### config.mk
export PLATFORM = sky130hd
export DESIGN_NAME = ctrl_seq
export DESIGN_NICKNAME = d
export VERILOG_FILES = /design/src/rtl/ctrl_seq.sv
export SDC_FILE = /design/constraint.sdc
export NUM_CORES = 1
export LEC_CHECK = 0
export BUFFER_PORTS_ARGS = -buffer_cell sky130_fd_sc_hd__buf_4
export CORE_AREA = 2 2 39 41
export DETAILED_ROUTE_END_ITERATION = 8
export DIE_AREA = 0 0 41 43
export PLACE_DENSITY = 0.73
export SYNTH_ARGS = -nofsm -noshare
export SYNTH_HDL_FRONTEND = slang
export SYNTH_SLANG_ARGS = --single-unit
### constraint.sdc
create_clock -name clk -period 1.9 [get_ports clk]
set_input_delay 0.095 -clock clk [delete_from_list [all_inputs] [get_ports clk]]
set_output_delay 0.095 -clock clk [all_outputs]
set_load 0.01 [all_outputs]
### src/rtl/ctrl_seq.sv
// Control sequencer for the 8-bit CPU: six-state one-hot ring (fetch T1-T3, execute T4-T6)
// with a combinational strobe decode of (t_state, opcode), gated by en, !halted and !rst.
module ctrl_seq (
   input  logic       clk,
   input  logic       rst,
   input  logic       en,
   input  logic [3:0] opcode,
   output logic       pc_inc,
   output logic       pc_out,
   output logic       mar_in,
   output logic       ram_out,
   output logic       ram_in,
   output logic       ir_in,
   output logic       ir_out,
   output logic       a_in,
   output logic       a_out,
   output logic       b_in,
   output logic       alu_out,
   output logic       alu_sub,
   output logic       out_in,
   output logic [5:0] t_state,
   output logic       halted
);

   localparam logic [3:0] OP_LDA = 4'b0000;
   localparam logic [3:0] OP_ADD = 4'b0001;
   localparam logic [3:0] OP_SUB = 4'b0010;
   localparam logic [3:0] OP_STA = 4'b0011;
   localparam logic [3:0] OP_OUT = 4'b1110;
   localparam logic [3:0] OP_HLT = 4'b1111;

   typedef enum logic [5:0] {
      T1 = 6'b000001,
      T2 = 6'b000010,
      T3 = 6'b000100,
      T4 = 6'b001000,
      T5 = 6'b010000,
      T6 = 6'b100000
   } t_state_e;

   t_state_e state;

   assign t_state = state;

   // Ring advance; HLT freezes the ring at T4 until reset
   always_ff @(posedge clk) begin
      if (rst) begin
         state  <= T1;
         halted <= 1'b0;
      end else if (en && !halted) begin
         if (state == T4 && opcode == OP_HLT) begin
            halted <= 1'b1;
         end else begin
            case (state)
               T1:      state <= T2;
               T2:      state <= T3;
               T3:      state <= T4;
               T4:      state <= T5;
               T5:      state <= T6;
               T6:      state <= T1;
               default: state <= T1;
            endcase
         end
      end else begin
         state  <= state;
         halted <= halted;
      end
   end

   // Strobe decode; everything is forced low whenever the sequencer is not running
   always_comb begin
      pc_inc  = 1'b0;
      pc_out  = 1'b0;
      mar_in  = 1'b0;
      ram_out = 1'b0;
      ram_in  = 1'b0;
      ir_in   = 1'b0;
      ir_out  = 1'b0;
      a_in    = 1'b0;
      a_out   = 1'b0;
      b_in    = 1'b0;
      alu_out = 1'b0;
      alu_sub = 1'b0;
      out_in  = 1'b0;
      if (!rst && en && !halted) begin
         case (state)
            T1: begin
               pc_out = 1'b1;
               mar_in = 1'b1;
            end
            T2: pc_inc = 1'b1;
            T3: begin
               ram_out = 1'b1;
               ir_in   = 1'b1;
            end
            T4: begin
               case (opcode)
                  OP_LDA, OP_ADD, OP_SUB, OP_STA: begin
                     ir_out = 1'b1;
                     mar_in = 1'b1;
                  end
                  OP_OUT: begin
                     a_out  = 1'b1;
                     out_in = 1'b1;
                  end
                  default: ;
               endcase
            end
            T5: begin
               case (opcode)
                  OP_LDA: begin
                     ram_out = 1'b1;
                     a_in    = 1'b1;
                  end
                  OP_ADD, OP_SUB: begin
                     ram_out = 1'b1;
                     b_in    = 1'b1;
                  end
                  OP_STA: begin
                     a_out  = 1'b1;
                     ram_in = 1'b1;
                  end
                  default: ;
               endcase
            end
            T6: begin
               case (opcode)
                  OP_ADD: begin
                     alu_out = 1'b1;
                     a_in    = 1'b1;
                  end
                  OP_SUB: begin
                     alu_out = 1'b1;
                     a_in    = 1'b1;
                     alu_sub = 1'b1;
                  end
                  default: ;
               endcase
            end
            default: ;
         endcase
      end else begin
         pc_inc = 1'b0;
      end
   end

endmodule

==> metrics <==
status finished, final reports clean; # placed instances 122; fin. max-slew vios 0; Mapped Nets 84; Post-CTS Hold Buffers 0; GP Congestion 0.8779; Clock Latency Late Sink 260 ps; adder-cell share of the synthesized area 0; first-pass GRT wire length 2684 um; cell repeated most along the worst path buf_4; slowest CP cell dfxtp_1; hold crit path type in -> reg; global route total overflow 0; post-synthesis xor/xnor area fraction 0.01549; Slew HR 0.6945; WL final 1724 um; CP cell instances nor4_2 -> buf_4 -> nand4_1 -> mux2i_1 -> and2_1 -> buf_4; Ports 27; Reg clk slew, reported paths 60 ps; largest family of logic cells by synthesized area simple AND/OR/NAND/NOR gates; placed inst area 807.0 um^2; post-synthesis compound-gate area fraction 0.1792; clock root buffer clkbuf_4; layout cells sized above 1 0.3661; Util after Layout 0.6230; die height 43 um; Design Area, Final 862.1 um^2; endpoints failing setup 0; mux share of post-synthesis cell area 0.03540; CP arrival 1670 ps; DRC viols 0; peak supply drop 176.3 uV; DR iter-0 viols 14; H-Tree Depth 1; Max Buffers Root-to-Sink 2; initial antenna violation count 0; row count 14; Tot GR Track Use 0.2241; Area Overhead vs Synth 52.43%; vias in the first global route 627; setup TNS 0 ps; wire length per cell 13.47 um; Via Count 713; Fmax 565.1 MHz; Die X 41 um; Critical Path Max Stage Delay 370 ps; Starting Density 0.4087; Final Hold Vio Count 0; Tmin final 1770 ps; I/O Buffers 26; Leak Pwr 0.4000 nW; diode count 0; pin count of the biggest net entering global routing 11; register bit total from synthesis 7; post-synthesis average cell area 7.345 um^2; Pwr per Cell Area 471.7 nW/um^2; Critical Path Fanout Max 8; drt first pass iters 5; Worst setup SP type flop; Detailed Place HPWL 1355 um; core outline area 1384 um^2; CTS Buf Count 3; Tcrit/Tclk final 0.9313; max cap viols 0; post-synthesis instance total 77; Routed Antenna Nets 0; synthesized area 565.5 um^2; CTS tree built; worst endpoint required time 1800 ps; worst-margin pin slew 457.2 ps; sequential-to-total area share from yosys stat 0.2478; CP Capture Type primary output; die area 1763 um^2; # clock sinks 7; Unique masters post-synth 30; Synth warnings 0; final cell count without fillers 128; Setup Skew 7.931 ps; critical path class reg -> out; Synth Area in Simple Gates 0.4889; Vias/cell 5.570; nets 120
## cell usage after synthesis
master    instances  area, um^2
inv_1             4       15.01
nor2_2            1       6.260
o21ai_0           9       45.04
nor2b_1           4       25.02
a21boi_0          1       7.510
o21a_1            1       7.510
nand4_1           3       18.77
o41ai_1           1       8.760
nor4b_1           2       17.52
nor4bb_1          1       10.01
or4_4             1       11.26
xnor2_1           1       8.760
and3_1            1       6.260
dfxtp_1           7       140.1
nor3_1            1       5.000
nor4_1            3       18.77
o221a_1           1       11.26
a21oi_1           1       5.000
nor4_4            1       21.27
nor2_1           10       37.54
nand2_1           6       22.52
nand3_1           2       10.01
nor3b_1           2       15.01
o21bai_1          1       7.510
clkbuf_1          1       3.750
and2b_1           1       7.510
nand2b_1          6       37.54
and2_1            1       6.260
mux2i_1           2       20.02
o311ai_0          1       8.760
## registers in the layout (all words and copies together), names as in the netlist
name and flops:
t_state 6, halted 1
## cell families after synthesis
kind of cell,Yosys count
buffers and inverters,5
and+or+nand+nor,46
muxes,2
xor gates and xnor gates,1
DFF,7
AOI/OAI and AO/OA,16
## where the power goes
part	leakage (nW)	internal, W	switching, W
Combinational	0.328	0.0000506	0.0000508
Sequential	0.0567	0.000154	0.0000122
Clock	0.0150	0.0000804	0.0000588
Total	0.400	0.000285	0.000122
## worst max-delay path: cells and delay by family (launching register included)
kind          cells  cell delay (ps)
buf+inv           2              270
flops             1              370
mux               1              180
simple gates      3              590
## final timing paths
check,from,to,slack [ps],cells past startpoint
setup / recovery,t_state[1],a_out,130,6
hold / removal,rst,halted,80,2
setup reg to reg,t_state[1],t_state[4],230,4
hold reg to reg,halted,halted,570,2
## area by class of cell
cell class / instances / area, um^2
clock buffers: 4 / 26.28
fillers: 136 / 521.8
inverters: 4 / 15.01
multi-input cells: 65 / 419.2
flip-flops and latches: 7 / 141.4
well taps: 16 / 20.02
repair buffers: 32 / 240.2
## layer usage
layer / share of wire / wire [um] / track usage
met3: 0.045 / 78 / 0.04712
met4: 0.015 / 26 / 0.1333
met2: 0.54 / 931 / 0.3531
met5: 0 / 0 / 0
met1: 0.40 / 687 / 0.2613
## what timing repair did
action	CTS	global route
gates resized for setup	0	4
endpoints found under the setup margin	0	3
setup buffers	0	2
## cell usage in the layout (no fill, tap or decap), types with 2 or more instances in the layout
cell type	Yosys	layout
nor2b_1	4	4
nor4_1	3	2
nor2_1	10	10
dfxtp_1	7	6
clkbuf_4	0	3
nand3_1	2	2
nand2b_1	6	6
nand2_1	6	6
o21ai_0	9	8
inv_1	4	4
mux2i_1	2	2
buf_4	0	32
nand4_1	3	3
nor3b_1	2	2
## stage by stage
| step | hold WS (ps) | setup slack, ps | total power [W] |
|---|---|---|---|
| floorplan | 235.7 | 309.5 | 0.0002183 |
| global placement | 340.4 | 296.6 | 0.0002634 |
| detailed placement | 351.0 | 245.2 | 0.0002664 |
| CTS | 74.33 | 68.74 | 0.0004040 |
| global route | 76.90 | -7.012 | 0.0004242 |
| finish | 75.39 | 130.5 | 0.0004067 |
Power figures use the tool's default switching activity.
